## src/rtl/wb_port_arbiter_if.sv

```systemverilog
// ---------------------------------------------------------------------------
// wb_port_arbiter_if
// Bundle of the register-file write-side signals around wb_port_arbiter.
//   primary   : p_we, p_rd, p_d          (datapath writeback, never stalled)
//   secondary : s_valid, s_ready, s_rd, s_d (multi-cycle producer, valid/ready)
//   write port: we, rd, d                (to the register file)
//   status    : pending (per-register buffered-write flags), count (occupancy)
// modport master : producer/datapath side (drives requests, sees status)
// modport slave  : arbiter side
// ---------------------------------------------------------------------------
interface wb_port_arbiter_if #(
  parameter int SECT  = 5,
  parameter int DEPTH = 4
);
  localparam int CW = $clog2(DEPTH) + 1;

  logic              p_we;
  logic [SECT-1:0]   p_rd;
  logic [31:0]       p_d;
  logic              s_valid;
  logic              s_ready;
  logic [SECT-1:0]   s_rd;
  logic [31:0]       s_d;
  logic              we;
  logic [SECT-1:0]   rd;
  logic [31:0]       d;
  logic [2**SECT-1:0] pending;
  logic [CW-1:0]     count;

  modport master (
    output p_we, p_rd, p_d, s_valid, s_rd, s_d,
    input  s_ready, we, rd, d, pending, count
  );

  modport slave (
    input  p_we, p_rd, p_d, s_valid, s_rd, s_d,
    output s_ready, we, rd, d, pending, count
  );
endinterface

```

## src/rtl/wb_port_arbiter.sv

```systemverilog
// ---------------------------------------------------------------------------
// wb_port_arbiter
// Merges the single-cycle datapath writeback (primary) with buffered results
// of a multi-cycle producer (secondary) onto one register-file write port.
// Secondary results wait in a DEPTH-entry FIFO and drain into idle slots.
// Ports:
//   clk   : rising-edge clock shared with the register file
//   rst_n : synchronous active-low reset
//   bus   : wb_port_arbiter_if.slave (request, write-port and status signals)
// ---------------------------------------------------------------------------
module wb_port_arbiter #(
  parameter int SECT  = 5,
  parameter int DEPTH = 4
) (
  input  logic               clk,
  input  logic               rst_n,
  wb_port_arbiter_if.slave   bus
);
  localparam int PW   = $clog2(DEPTH);
  localparam int CW   = PW + 1;
  localparam int NREG = 2 ** SECT;

  // FIFO storage: live flags need a global clear (kill), so they are flops;
  // rd/d are plain arrays written only at the tail.
  logic [DEPTH-1:0] live_reg, live_next;
  logic [SECT-1:0]  rd_mem [DEPTH];
  logic [31:0]      d_mem  [DEPTH];
  logic [PW-1:0]    head_reg, tail_reg;
  logic [CW-1:0]    count_reg;

  logic             p_act;
  logic             fifo_empty;
  logic             head_live;
  logic             pop;
  logic             push;
  logic             push_live;
  logic             ready_int;
  logic [DEPTH-1:0] kill_hit;
  logic [NREG-1:0]  pending_vec;

  // A primary write only takes the port when out of reset and not aimed at r0.
  assign p_act      = rst_n && bus.p_we && (bus.p_rd != '0);
  assign fifo_empty = (count_reg == '0);
  assign head_live  = live_reg[head_reg];
  // Any idle slot pops the head: live heads are written, killed heads dropped.
  assign pop        = rst_n && !p_act && !fifo_empty;
  assign ready_int  = rst_n && (count_reg != CW'(DEPTH));
  assign push       = bus.s_valid && ready_int;
  // Results for r0, or already superseded by a same-cycle primary write,
  // are stored dead so they only occupy a slot.
  assign push_live  = (bus.s_rd != '0) && !(p_act && (bus.p_rd == bus.s_rd));

  generate
    for (genvar gi = 0; gi < DEPTH; gi++) begin : g_kill
      assign kill_hit[gi] = p_act && (rd_mem[gi] == bus.p_rd);
    end
  endgenerate

  // Kill first, then clear the popped slot, then install the new tail entry.
  // Tail and head never coincide while popping and pushing together, since a
  // push needs a non-full FIFO and head==tail with entries means full.
  always_comb begin
    live_next = live_reg & ~kill_hit;
    if (pop) begin
      live_next[head_reg] = 1'b0;
    end
    if (push) begin
      live_next[tail_reg] = push_live;
    end
  end

  always_ff @(posedge clk) begin
    if (!rst_n) begin
      live_reg  <= '0;
      head_reg  <= '0;
      tail_reg  <= '0;
      count_reg <= '0;
    end else begin
      live_reg  <= live_next;
      if (push) begin
        tail_reg <= tail_reg + 1'b1;
      end
      if (pop) begin
        head_reg <= head_reg + 1'b1;
      end
      count_reg <= count_reg + CW'(push) - CW'(pop);
    end
  end

  // Payload storage; push is already blocked during reset via ready_int.
  always_ff @(posedge clk) begin
    if (push) begin
      rd_mem[tail_reg] <= bus.s_rd;
      d_mem[tail_reg]  <= bus.s_d;
    end
  end

  // Popped/empty slots always have live cleared, so scanning every slot is
  // equivalent to scanning only the occupied ones. r0 is never stored live.
  always_comb begin
    pending_vec = '0;
    for (int r = 1; r < NREG; r++) begin
      for (int i = 0; i < DEPTH; i++) begin
        if (live_reg[i] && (rd_mem[i] == SECT'(r))) begin
          pending_vec[r] = 1'b1;
        end
      end
    end
  end

  always_comb begin
    bus.we = 1'b0;
    bus.rd = '0;
    bus.d  = '0;
    if (p_act) begin
      bus.we = 1'b1;
      bus.rd = bus.p_rd;
      bus.d  = bus.p_d;
    end else if (pop && head_live) begin
      bus.we = 1'b1;
      bus.rd = rd_mem[head_reg];
      bus.d  = d_mem[head_reg];
    end
  end

  // Status reads as cleared for the whole reset cycle, matching the state
  // the FIFO will hold after the reset edge.
  assign bus.s_ready = ready_int;
  assign bus.pending = rst_n ? pending_vec : '0;
  assign bus.count   = rst_n ? count_reg : '0;

endmodule

```

## src/flat_wrapper.sv

```systemverilog
// flat-port wrapper written by rule: the top's interface ports become plain ports
module wb_port_arbiter_flat 
#(
  parameter int SECT  = 5,
  parameter int DEPTH = 4
)
  (clk, rst_n, bus_p_we, bus_p_rd, bus_p_d, bus_s_valid, bus_s_rd, bus_s_d, bus_s_ready, bus_we, bus_rd, bus_d, bus_pending, bus_count);
  wb_port_arbiter_if #(.SECT(SECT), .DEPTH(DEPTH)) bus_i ();
  input  logic clk;
  input  logic rst_n;
  input wire logic [$bits(bus_i.p_we)-1:0] bus_p_we;
  input wire logic [$bits(bus_i.p_rd)-1:0] bus_p_rd;
  input wire logic [$bits(bus_i.p_d)-1:0] bus_p_d;
  input wire logic [$bits(bus_i.s_valid)-1:0] bus_s_valid;
  input wire logic [$bits(bus_i.s_rd)-1:0] bus_s_rd;
  input wire logic [$bits(bus_i.s_d)-1:0] bus_s_d;
  output wire logic [$bits(bus_i.s_ready)-1:0] bus_s_ready;
  output wire logic [$bits(bus_i.we)-1:0] bus_we;
  output wire logic [$bits(bus_i.rd)-1:0] bus_rd;
  output wire logic [$bits(bus_i.d)-1:0] bus_d;
  output wire logic [$bits(bus_i.pending)-1:0] bus_pending;
  output wire logic [$bits(bus_i.count)-1:0] bus_count;
  assign bus_i.p_we = bus_p_we;
  assign bus_i.p_rd = bus_p_rd;
  assign bus_i.p_d = bus_p_d;
  assign bus_i.s_valid = bus_s_valid;
  assign bus_i.s_rd = bus_s_rd;
  assign bus_i.s_d = bus_s_d;
  assign bus_s_ready = bus_i.s_ready;
  assign bus_we = bus_i.we;
  assign bus_rd = bus_i.rd;
  assign bus_d = bus_i.d;
  assign bus_pending = bus_i.pending;
  assign bus_count = bus_i.count;
  wb_port_arbiter #(.SECT(SECT), .DEPTH(DEPTH)) u_core (.clk(clk), .rst_n(rst_n), .bus(bus_i));
endmodule
```

## config.mk

```make
export PLATFORM = sky130hd
export DESIGN_NAME = wb_port_arbiter_flat
export DESIGN_NICKNAME = d
export VERILOG_FILES = /design/src/rtl/wb_port_arbiter_if.sv /design/src/rtl/wb_port_arbiter.sv /design/src/flat_wrapper.sv
export SDC_FILE = /design/constraint.sdc
export NUM_CORES = 1
export LEC_CHECK = 0
export BUFFER_PORTS_ARGS = -buffer_cell sky130_fd_sc_hd__buf_2
export CORE_MARGIN = 2
export CORE_UTILIZATION = 56
export CTS_CLUSTER_DIAMETER = 100
export DETAILED_ROUTE_END_ITERATION = 8
export GPL_TIMING_DRIVEN = 0
export PLACE_DENSITY = 0.83
export SYNTH_ARGS = -nofsm -noshare
export SYNTH_HDL_FRONTEND = slang
export SYNTH_SLANG_ARGS = --single-unit
export TNS_END_PERCENT = 30
```

## constraint.sdc

```tcl
create_clock -name clk -period 2.6 [get_ports clk]
set_input_delay 0.13 -clock clk [delete_from_list [all_inputs] [get_ports clk]]
set_output_delay 0.13 -clock clk [all_outputs]
set_load 0.05 [all_outputs]
```

* Yosys cells after proc, flatten, opt, wreduce, memory -nomap -nowiden
Memories as Yosys holds them, arrays and structs flattened. A register that Yosys moved wholly into a read port is not among the register bits.
Cells that the tools add are included.
** Storage, ports and cells
- Memories :: 2
- Input bits :: 78
- Memory bits (writable) :: 148
- Flip-flop bits (word level) :: 11
- Word-level logic and storage cells :: 440
** Memories
- u_core.d_mem :: words 4, width 32, read ports 1, clocked after Yosys merged registers in 1, write ports 1, RTL line wb_port_arbiter.sv:27 : logic [31:0] d_mem [DEPTH];
- u_core.rd_mem :: words 4, width 5, read ports 5, clocked after Yosys merged registers in 1, write ports 1, RTL line wb_port_arbiter.sv:26 : logic [SECT-1:0] rd_mem [DEPTH];
** Cells by class
- Bitwise operators :: 4
- $add $sub $neg :: 4
- Order comparisons :: 4
- Mux-type cells :: 147
- Reductions and logical operators :: 145
- Equality and inequality tests :: 130
** Operators by type and width (number)
- $eq A5 B5 Y1 const B :: 64
- $eq A5 B4 Y1 const B :: 32
- $logic_and A1 B1 Y1 :: 139
- $mux W1 :: 131
- $mux W32 :: 3
- $eq A5 B3 Y1 const B :: 16
- $eq A5 B2 Y1 const B :: 8
- $eq A5 B5 Y1 :: 5
- $eq A5 B1 Y1 const B :: 4
- $mux W5 :: 2
- $reduce_bool A5 Y1 :: 2
- $and A4 B4 Y4 :: 2
- $mux W2 :: 4
- $mux W4 :: 2
- $not A4 Y4 :: 2
- $lt A2 B3 Y1 const B :: 2
- $add A2 B1 Y2 const B :: 2
- $bwmux W4 :: 1
- $demux W1 S2 :: 2
- $ge A2 B1 Y1 const B :: 2
- $add A3 B1 Y3 :: 1
- $logic_not A1 Y1 :: 3
- $logic_not A3 Y1 :: 1
- $mux W3 :: 1
- other kinds (3) :: 3

* Depth between registers and ports, before layout
- Word-level depth :: 9
- Depth in mapped cells :: 12
- Mapped depth without buffers :: 9

* Worst setup path after synthesis
No wires, ideal clock.
- Kind :: input to output
- Start :: input port bus_p_rd[3]
- End :: output port bus_rd[2]
- Data arrival time :: 2.371 ns
- Setup slack :: 0.099 ns
- Stages :: 6
- Path through :: buf_4 or4_4 o211ai_2 buf_4 nand3_1 o21ai_0
** On the way
- Longest elaborated chain between the ends :: 8
** Ends and longest elaborated chain
- start, declared :: RTL line flat_wrapper.sv:12 : input wire logic [$bits(bus_i.p_rd)-1:0] bus_p_rd;
- $reduce_bool A5 Y1 (*) :: RTL line wb_port_arbiter.sv:42 : assign p_act = rst_n && bus.p_we && (bus.p_rd != '0);
- $logic_and A1 B1 Y1 (*) :: RTL line wb_port_arbiter.sv:42
- $logic_not A1 Y1 :: RTL line wb_port_arbiter.sv:46 : assign pop = rst_n && !p_act && !fifo_empty;
- $logic_and A1 B1 Y1 (2 in series) :: RTL line wb_port_arbiter.sv:46
- $logic_and A1 B1 Y1 :: RTL line wb_port_arbiter.sv:119 : end else if (pop && head_live) begin
- $mux W5 :: RTL line wb_port_arbiter.sv:119
- $mux W5 (*) :: RTL line wb_port_arbiter.sv:115 : if (p_act) begin
- end, declared :: RTL line flat_wrapper.sv:19 : output wire logic [$bits(bus_i.rd)-1:0] bus_rd;
Every way passes the cells marked *; elsewhere a longest branch is shown, timed or not.

==> summary.md <==
| Metric | Value |
|---|---|
| Most crowded layer after global routing | met2 |
| Most frequent cells in the layout | 149 x buf_2, 148 x edfxtp_1, 62 x o22ai_1, 38 x mux4_2, 37 x dlygate4sd3_1 |
| CORE AREA | 13,800 um^2 |
| CTS tree | done |
| Min Hold Slack | 0.239 ns |
| Max Cap Viol | 0 |
| Final setup fails | 0 |
| Register area share after synthesis | between 50% and 60% |
| Core Rows | 43 |
| Total GRT Usage | 31.5% |
| 1st-iter DRT viols | 711 |
| Layout net count | 841 |
| Final WS setup | 0.109 ns |
| Clock slew at the register clock pins of the worst setup and hold paths | 0.07 ns |
| GR Util met3 | 7.24% |
| Startpoint Class | flop |
| DP Area | about 9000 um^2 |
| Via Count | approximately 6k |
| Met2 GRT Util | 52.7% |
| Crit-path cells | clkbuf_4 > buf_4 > mux4_2 > a32o_1 > buf_2 |
| Max reg flops | 128 |
| Die height | 123 um |
| Final period utilization | 95.8% |
| Vias in the first global route | between 6k and 7k |
| Finished Layout Cells | 948 |
| Clk root buf | clkbuf_16 |
| Final hold violations | 0 |
| Share of post-route cells with drive strength above 1 | between 30% and 40% |
| Bufs and invs on worst path | 3 |
| Total Wirelength | 23.1 mm |
| Status | complete, no violations |
| Peak supply drop | 0.000610 V |
| Most common cell after layout, fill and taps aside | buf_2 |
| Post-route DRC | 0 |
| Syn Area/Cell | around 14 um^2 |
| Wire per inst | 24.3 um |
| Crit-path max FO | 10 |
| Hold Crit Class | input pin to flop |
| Distinct cell type count after synthesis | 38 |
| Headroom to the max-slew limit | approximately 44% |
| Initial antenna violation count | 2 |
| Final instance area | 9900 um^2 |
| 1st-pass router iterations | 6 |
| Post-CTS setup buffer count | 0 |
| Max Buffers Root-to-Sink | 2 |
| Worst skew pair latency | 0.43 ns |
| Global-route wire length before repair | 34.8 mm |
| FMAX | 401 MHz |
| Setup CP Type | flop to primary output |
| Worst Skew | between 0.007 and 0.008 ns |
| Max incr delay on CP | ~0.57 ns |
| Post-DP HPWL | 14.1 mm |
| Cells after DPL | between 800 and 900 |
| Via density | 6.48 |
| Met1 GRT Util | between 30 and 40% |
| Leakage | about 3.5 nW |
| Sink Count | roughly 160 |
| Gr ovfl total | 0 |
| Slowest CP cell | mux4_2 |
| Crit end category | primary output |
| Die W | 123 um |
| #FFs+latches synth | around 160 |
| Port-buffer cells | 144 |
| Initial Util | between 50% and 60% |
| CTS H-Tree Depth | 4 |
| Yosys warnings | 0 |
| Antenna viol nets, final | 0 |
| Slew of the pin with the lowest slew margin | 0.830 ns |
| Dpl ws | -0.102 ns |
| Cts bufs inserted | 17 |
| Mapped Area | around 7900 um^2 |
| Syn_nets | 639 |
| Die ar. | 15,100 um^2 |
| GPL Wtd Cong | 0.905 |
| Critical path arrival | between 2 and 2.5 ns |
| Worst Path Required | roughly 2.5 ns |
| Delay-heaviest family, CP | buffers and inverters |
| RSZ-0062 raised after global routing | no |
| Post-Synthesis Cells | 551 |
| Min Tclk post-route | 2.49 ns |
| Final Max Tran Viols | 0 |
| PD cells | 742 nW/um^2 |
| Pin count of the biggest net entering global routing | 38 |
| Ports | 152 |
| Area grow syn2layout | 25.0% |
area by class of cell:
type | instances | area [um^2]
Antenna cell | 2 | 5.00
Fill cell | 851 | 3920
Multi-Input combinational cell | 333 | 2940
Tap cell | 180 | 225
Timing Repair Buffer | 185 | 1180
Clock buffer | 18 | 429
Buffer | 44 | 251
Inverter | 11 | 41.3
Sequential cell | 161 | 4700
Clock inverter | 14 | 129
metal layers:
metal,share of wire [%],vias to the layer above
li1,-,2647
met1,37,3018
met2,51,415
met3,9.3,63
met4,3.1,0
met5,0,-
cell families after synthesis:
| family | after synthesis | share of synthesized area, % |
|---|---|---|
| buffers and inverters | 57 | 3.51 |
| flip-flops | 161 | 59.4 |
| adder cells (fa/ha/maj) | 10 | 1.67 |
| AND/OR/NAND/NOR | 110 | 7.47 |
| multiplexers | 38 | 10.8 |
| other | 1 | 0.0473 |
| XOR/XNOR | 29 | 3.30 |
| AO/OA/AOI/OAI | 145 | 13.8 |
power breakdown:
part | internal [mW] | leakage (nW) | total, mW | switching (mW)
Sequential | 3.00 | 1.45 | 3.14 | 0.135
Clock | 1.26 | 0.270 | 2.35 | 1.10
Combinational | 0.796 | 1.83 | 1.85 | 1.06
through the flow:
stage                     util [%]  setup TNS (ns)  power, mW
final                         71.6               0       7.35
after global placement        64.1           -2.41       4.86
after global routing          71.6               0       7.60
after detailed placement      64.8          -0.102       4.93
after floorplan                  -               0       4.44
after CTS                     71.6               0       7.31
synth_stat cells:
library cell | instances | area share (%)
nand2_1 | 21 | 1.0
xnor2_1 | 18 | 2.0
conb_1 | 1 | 0.047
buf_4 | 4 | 0.38
dfxtp_1 | 13 | 3.3
xor2_2 | 1 | 0.21
nor2_1 | 4 | 0.19
fa_1 | 1 | 0.25
o31a_1 | 1 | 0.11
and2_0 | 1 | 0.079
a32o_1 | 35 | 4.4
o21a_1 | 32 | 3.0
clkbuf_1 | 26 | 1.2
or4_1 | 1 | 0.095
edfxtp_1 | 148 | 56
buf_2 | 9 | 0.57
o211a_1 | 1 | 0.13
buf_1 | 2 | 0.095
nor2b_1 | 14 | 1.1
o41ai_1 | 1 | 0.11
and2_1 | 9 | 0.71
or2_2 | 4 | 0.32
or3b_1 | 1 | 0.11
and3_1 | 4 | 0.32
inv_1 | 11 | 0.52
o21ai_0 | 8 | 0.51
nand4_1 | 4 | 0.32
nor4_1 | 4 | 0.32
or4_4 | 1 | 0.14
mux4_2 | 38 | 11
xor2_1 | 10 | 1.1
o32ai_1 | 4 | 0.44
buf_6 | 5 | 0.71
nand2b_1 | 8 | 0.63
o211ai_2 | 1 | 0.16
o22ai_1 | 62 | 4.9
ha_1 | 9 | 1.4
nand3_1 | 34 | 2.1
path summary, 6_finish.rpt:
kind / from / endpoint / slack (ns) / cells after the start
max: flop / bus_d[8] / 0.11 / 5
min: bus_p_we / u_core.live_reg[0] / 0.24 / 4
max reg2reg: u_core.count_reg[0] / u_core.count_reg[2] / 0.20 / 10
min reg2reg: u_core.tail_reg[1] / u_core.tail_reg[1] / 0.51 / 2
tightest hold or removal path, delay by kind of cell:
family | cells | cell delay (ns)
buffers and inverters | 1 | 0.14
and+or+nand+nor | 1 | 0.17
AOI/OAI and AO/OA | 2 | 0.18
repair_timing:
| item | 4_1_cts | 5_1_grt |
|---|---|---|
| hold endpoints to repair | 148 | 0 |
| gates resized for setup | 11 | 1 |
| setup endpoints to repair | 32 | 30 |
| hold buffers | 37 | 0 |
No activity file was read; power rests on OpenSTA's default activity.
